`src/rtl/pc_stack.sv`:
```
// pc_stack: WIDTH-bit program counter with reset/load/inc semantics and a
// DEPTH-entry return-address stack for call/ret. Sits between the decoder and
// the ROM address port.
// Optional feature: define PC_STACK_WRAP_EN to make the stack circular. A call
// while full then overwrites the oldest entry instead of dropping the return
// address.
module pc_stack #(
    parameter int               WIDTH        = 16,
    parameter int               DEPTH        = 8,
    parameter logic [WIDTH-1:0] RESET_VECTOR = '0
) (
    input  logic                       clock,
    input  logic                       reset,
    input  logic [WIDTH-1:0]           in,
    input  logic                       load,
    input  logic                       inc,
    input  logic                       call,
    input  logic                       ret,
    output logic [WIDTH-1:0]           out,
    output logic [$clog2(DEPTH):0]     sp,
    output logic                       empty,
    output logic                       full,
    output logic                       overflow,
    output logic                       underflow
);

    localparam int AW = $clog2(DEPTH);
    localparam int SW = AW + 1;

    logic [WIDTH-1:0] stack [DEPTH];
    logic [AW-1:0]    top;      // slot the next push lands in
    logic [AW-1:0]    tos;      // slot holding the most recent entry
    logic [WIDTH-1:0] pc_inc;
    logic             st_we;
    logic [AW-1:0]    st_addr;

    assign pc_inc = out + WIDTH'(1);
    assign empty  = (sp == SW'(0));
    assign full   = (sp == SW'(DEPTH));
    assign tos    = top - AW'(1);

`ifdef PC_STACK_WRAP_EN
    // Separate ring pointer: once full, sp saturates at DEPTH while the ring
    // keeps rotating, so the low sp bits can no longer address the top.
    logic [AW-1:0] wp;
    assign top = wp;

    // Ring pointer follows every push and pop, including overwrite-on-full.
    always_ff @(posedge clock) begin
        if (reset)
            wp <= '0;
        else if (ret) begin
            if (!empty && !call)
                wp <= tos;
        end else if (call)
            wp <= top + AW'(1);
    end
`else
    // Without wrap, occupancy doubles as the push index (never used when full).
    assign top = sp[AW-1:0];
`endif

    // Stack write port: push at top, or swap rewrites the current top.
    always_comb begin
        st_we   = 1'b0;
        st_addr = top;
        if (!reset) begin
            if (ret) begin
                if (call && !empty) begin
                    st_we   = 1'b1;
                    st_addr = tos;
                end
            end else if (call) begin
`ifdef PC_STACK_WRAP_EN
                st_we = 1'b1;
`else
                st_we = !full;
`endif
            end
        end
    end

    // Stack storage; contents are don't-care after reset, so no reset here.
    always_ff @(posedge clock) begin
        if (st_we)
            stack[st_addr] <= pc_inc;
    end

    // PC, occupancy and sticky flags, in priority order reset > ret > call > load > inc.
    always_ff @(posedge clock) begin
        if (reset) begin
            out       <= RESET_VECTOR;
            sp        <= '0;
            overflow  <= 1'b0;
            underflow <= 1'b0;
        end else if (ret) begin
            // call&ret on empty degrades to a plain ret on empty
            if (empty)
                underflow <= 1'b1;
            else begin
                out <= stack[tos];
                if (!call)
                    sp <= sp - SW'(1);
            end
        end else if (call) begin
            out <= in;
            if (full)
                overflow <= 1'b1;
            else
                sp <= sp + SW'(1);
        end else if (load)
            out <= in;
        else if (inc)
            out <= pc_inc;
    end

endmodule
```
`config.mk`:
```
export PLATFORM = sky130hd
export DESIGN_NAME = pc_stack
export DESIGN_NICKNAME = d
export VERILOG_FILES = /design/src/rtl/pc_stack.sv
export SDC_FILE = /design/constraint.sdc
export NUM_CORES = 1
export LEC_CHECK = 0
export BUFFER_PORTS_ARGS = -buffer_cell sky130_fd_sc_hd__buf_2
export CAP_MARGIN = 20
export CORE_MARGIN = 4
export CORE_UTILIZATION = 60
export DETAILED_ROUTE_END_ITERATION = 6
export GPL_TIMING_DRIVEN = 0
export MAX_ROUTING_LAYER = met4
export PLACE_DENSITY = 0.79
export SETUP_SLACK_MARGIN = 0.1
export SYNTH_ARGS = -nofsm -noshare
export SYNTH_HDL_FRONTEND = slang
export SYNTH_SLANG_ARGS = --single-unit
```
`constraint.sdc`:
```
create_clock -name clock -period 4.9 [get_ports clock]
set_input_delay 0 -clock clock [delete_from_list [all_inputs] [get_ports clock]]
set_output_delay 0 -clock clock [all_outputs]
set_load 0.01 [all_outputs]
```
==> run summary <==
Final count of hold timing violations: 0. 0 antenna diodes ended up in the layout. The die area is 12600 um^2, and the worst reg-to-reg path cell count is 13. At the worst endpoint, the required time is 5.14 ns. The total area inside the core boundary comes to 10500 um^2.

The critical register-to-register path startpoint was sp[0]. For this run, the top clock speed supported by timing is 229 MHz. Kind of cell adding the most delay to the critical path: buffers and inverters. The die boundary height was 112 um; the first-pass detailed-route iteration total was 7. In the global route stage, overall resource usage came out at 29.4%. The analysis attributes to cell leakage a power of 2.75 nW. The run gives 0.54 ns as the slack of the worst reg-to-reg path. Number of antenna violations at the first check in global routing: 0. The logs give 4.60 ns for the arrival time reported for the critical path endpoint and 17 for the largest net degree at the start of global routing. Normalized max-slew margin: 45.2%. The HPWL after detailed placement was 10900 um. Routability-driven placement finished with a final weighted congestion of 0.959.

The tools report the destination of the worst register-to-register timing path as stack[0][5]. In this run, synthesis produced a sequential element count of 150. Final period utilization: 89.0%. After synthesis the cells add up to 6510 um^2. Summing all placed instances gives a cell area of 7060 um^2.

The CTS clock-pin slew for the worst setup and hold paths was 0.07 ns. The type of the worst min-delay path was in2reg. After detailed routing, the average wire length per cell comes to 25.7 um. The largest incremental delay on the critical path is 0.59 ns, and the number of buffers inserted by port buffering is 43. DRC violations left: 4. Across the routed clock network, the largest skew measured is 0.00591 ns. The post-CTS repair timing setup buffer count came out at 0. The first global-routing pass estimated 26400 um of wire.

The tools report the TritonCTS sink count as 150. Buffering stage count on the worst path with inverters included: 8. The fraction of power consumed by sequential logic is 42.3%. Setup violations remaining at the end of the flow were counted as 0.

Once detail routing completed, the nets flagged for antenna violations numbered 0. 46 I/O pins were placed. In this run the worst path has a maximum fanout of 10. The post-synthesis area per instance is 14.9 um^2, and the area share of the largest cell type after synthesis is 59.1%.

The end of the worst hold path was out[1]. TritonCTS built the clock tree. The initial utilization of the core area, before any placement, comes to 62.2%. The proportion of register bits with asynchronous set or reset after synthesis is 0%, and the number of distinct standard cells referenced by the synthesized netlist is 55. Worst-path cell with the longest stage delay: buf_1. The number of global-route vias before repair is 4542. The start-to-end type of the worst setup path was reg2reg. Counting the buffers created by CTS gives 17. For the worst-case clock buffer depth, the log shows 2. For this block, the routed nets add up to 17300 um of wire.

The tools report the DRC violation total after the first TritonRoute iteration as 655. The tools report the post-route non-filler standard cell count as 674. In this run the power density over the cells is 489 nW/um^2.

Power comes to 3.83 mW. Cell internal power dissipation: 2.65 mW. The number of nets handed over by synthesis was 463. STA classifies the critical path endpoint as a flip-flop. After routing the design area is 7820 um^2.

The number of standard cells after synthesis is 436, and the die width is 112 um. Setup repair after global routing left no endpoint under its margin. The cell at the root of the clock tree is clkbuf_8. The run finished, with violations left.

Counting flops with a built-in enable in the synthesized netlist gives 128. The worst hold path was traced through 5 stages. For the remaining global-route overflow, the log shows 0.

After detailed routing, the number of vias per cell comes to 6.74. Flip-flop cell with the highest count after synthesis: edfxtp_1. The final worst hold slack is 0.0906 ns, and the level count of the clock H-tree is 4.

The final-report max-slew violation count was 0; the floorplan row count was 37. The total of max-cap violations was 0. The routed via count is 4544.

The analysis attributes to net switching a power of 1.18 mW. The critical path goes through buf_4 > buf_6 > buf_6 > clkinv_1 > ha_1 > buf_2 > buf_2 > buf_1 > nand2_1 > nor2_1 > a21oi_1 > nor2_2 > buf_8. Of all cell types, the one taking the most synthesized area is edfxtp_1. VDD sags by at most 0.240 mV. Cells fill 74.7% of the core in the end.

By area the synthesized netlist is led by edfxtp_1, mux4_2, dfxtp_1. In the final layout, the share of cells above drive strength 1 is 24.9%. The sequential fraction of the synthesis area is 65.8%. The run gives 0.53 ns as the insertion delay of the later-clocked pin in the worst-skew pair.

The Yosys step of the flow raised 0 warnings. Counting tap cells, the placed design contains a total of 623 instances. The layout net count came out at 552. The final critical path time including I/O delays and setup is 4.36 ns, and the area growth from synthesis to final layout is 20.1%. At the pin with the least slew margin, the transition time is 0.819 ns. The tools report the clock network fraction of total power as 32.5%.

The tools report the worst hold path startpoint as load. The worst setup path is launched from a flip-flop. The power share of the combinational group came out at 25.3%. The final reports fail on design-rule violations. Of the total power, the share spent switching nets is 30.8%.
## registers in the layout (all words and copies together), names as in the netlist
register	count
stack	128
out	16
sp	4
overflow	1
underflow	1
## tightest hold or removal path: cells and delay by family
kind                   cells  cell delay (ns)
buffers and inverters      1             0.11
AOI/OAI and AO/OA          1             0.13
and+or+nand+nor            3             0.34
## layout by cell type, fill, tap and decap left out, drive strengths merged, types with 3 or more instances in the layout
cell type / instances
and3: 8
a2111oi: 4
dlygate4sd3: 19
clkbuf: 33
mux2i: 7
inv: 7
a21oi: 12
buf: 62
ha: 4
xnor2: 16
and4: 5
dfxtp: 22
or3: 3
o21ai: 14
a211oi: 3
clkinv: 10
xor2: 3
nand2: 33
o22ai: 8
nand3: 13
nor2: 43
a311oi: 4
a31oi: 3
mux4: 30
nor3: 7
nor2b: 3
edfxtp: 128
nand4: 4
## metrics by stage
step                      worst slack [ns]  setup TNS [ns]
after floorplan                       1.28               0
after global placement              -0.115           -2.18
after detailed placement             0.543               0
after CTS                            0.623               0
after global routing                 0.410               0
final                                0.540               0
## how the worst max path moves through the flow
stage           from           end  slack, ns  cells after the start
2_1_floorplan  sp[0]   stack[1][0]       1.28                     10
3_3_place_gp   sp[0]   stack[4][5]      -0.12                     12
3_5_place_dp   sp[0]   stack[4][1]       0.54                     13
4_1_cts        sp[0]  stack[0][15]       0.62                     13
5_1_grt        sp[0]  stack[0][15]       0.41                     13
6_report       sp[0]   stack[0][5]       0.54                     13
## cell usage after synthesis (2+ instances only)
cell type / instances
xnor2_1: 16
nand3_1: 13
or3_1: 3
nand4_1: 4
buf_2: 5
xor2_1: 2
a31oi_1: 3
inv_1: 5
o22ai_1: 8
dfxtp_1: 22
a32o_1: 2
buf_4: 2
mux2i_1: 7
nor3_1: 7
buf_6: 3
a211o_1: 2
a311oi_1: 4
mux4_1: 4
o211ai_1: 2
nor2b_1: 3
mux4_2: 26
o21ai_0: 14
nor2_1: 43
ha_1: 4
a32oi_1: 2
edfxtp_1: 128
a21oi_2: 2
clkbuf_1: 15
a21oi_1: 10
nand2_1: 33
nor4_1: 2
and3_1: 8
a2111oi_1: 4
a211oi_1: 3
and4_1: 5
## area by class of cell
| type | count | area, um^2 |
|---|---|---|
| clock inverters | 15 | 155 |
| repair buffers | 70 | 551 |
| clock buffers | 17 | 414 |
| fillers | 615 | 2640 |
| multi-input cells | 253 | 2080 |
| inverters | 6 | 22.5 |
| flip-flops and latches | 150 | 4280 |
| plain buffers | 27 | 141 |
| well taps | 136 | 170 |
## power by group through the flow
| stage | combinational (mW) | clock [mW] | sequential (mW) |
|---|---|---|---|
| after floorplan | 0.600 | 0 | 1.64 |
| after global placement | 0.869 | 0 | 1.64 |
| after detailed placement | 0.915 | 0 | 1.64 |
| after CTS | 0.947 | 1.25 | 1.61 |
| after global routing | 1.03 | 1.30 | 1.63 |
| final | 0.967 | 1.24 | 1.62 |
## cell families after synthesis
| logic type | after synthesis | share of synthesized area, % |
|---|---|---|
| adder cells (fa/ha/maj) | 5 | 1.08 |
| multiplexers | 38 | 11.9 |
| AO/OA/AOI/OAI | 65 | 6.92 |
| XOR/XNOR | 19 | 2.67 |
| flip-flops | 150 | 65.8 |
| AND/OR/NAND/NOR | 126 | 9.13 |
| buffers and inverters | 33 | 2.52 |
## per-layer routing
metal	part of all wire, %	up-vias	global-route usage, %	wire (um)
met2	47	367	44.2	8130
li1	-	1894	-	-
met4	4.1	0	13.9	707
met1	37	2211	38.4	6450
met5	0	-	-	0
met3	12	72	6.85	2020
## repair_timing
item                                   CTS  global route
hold buffers                            19             0
endpoints found under the hold margin   17             0
resized for setup                        0             0
No activity file was read; power rests on OpenSTA's default activity.
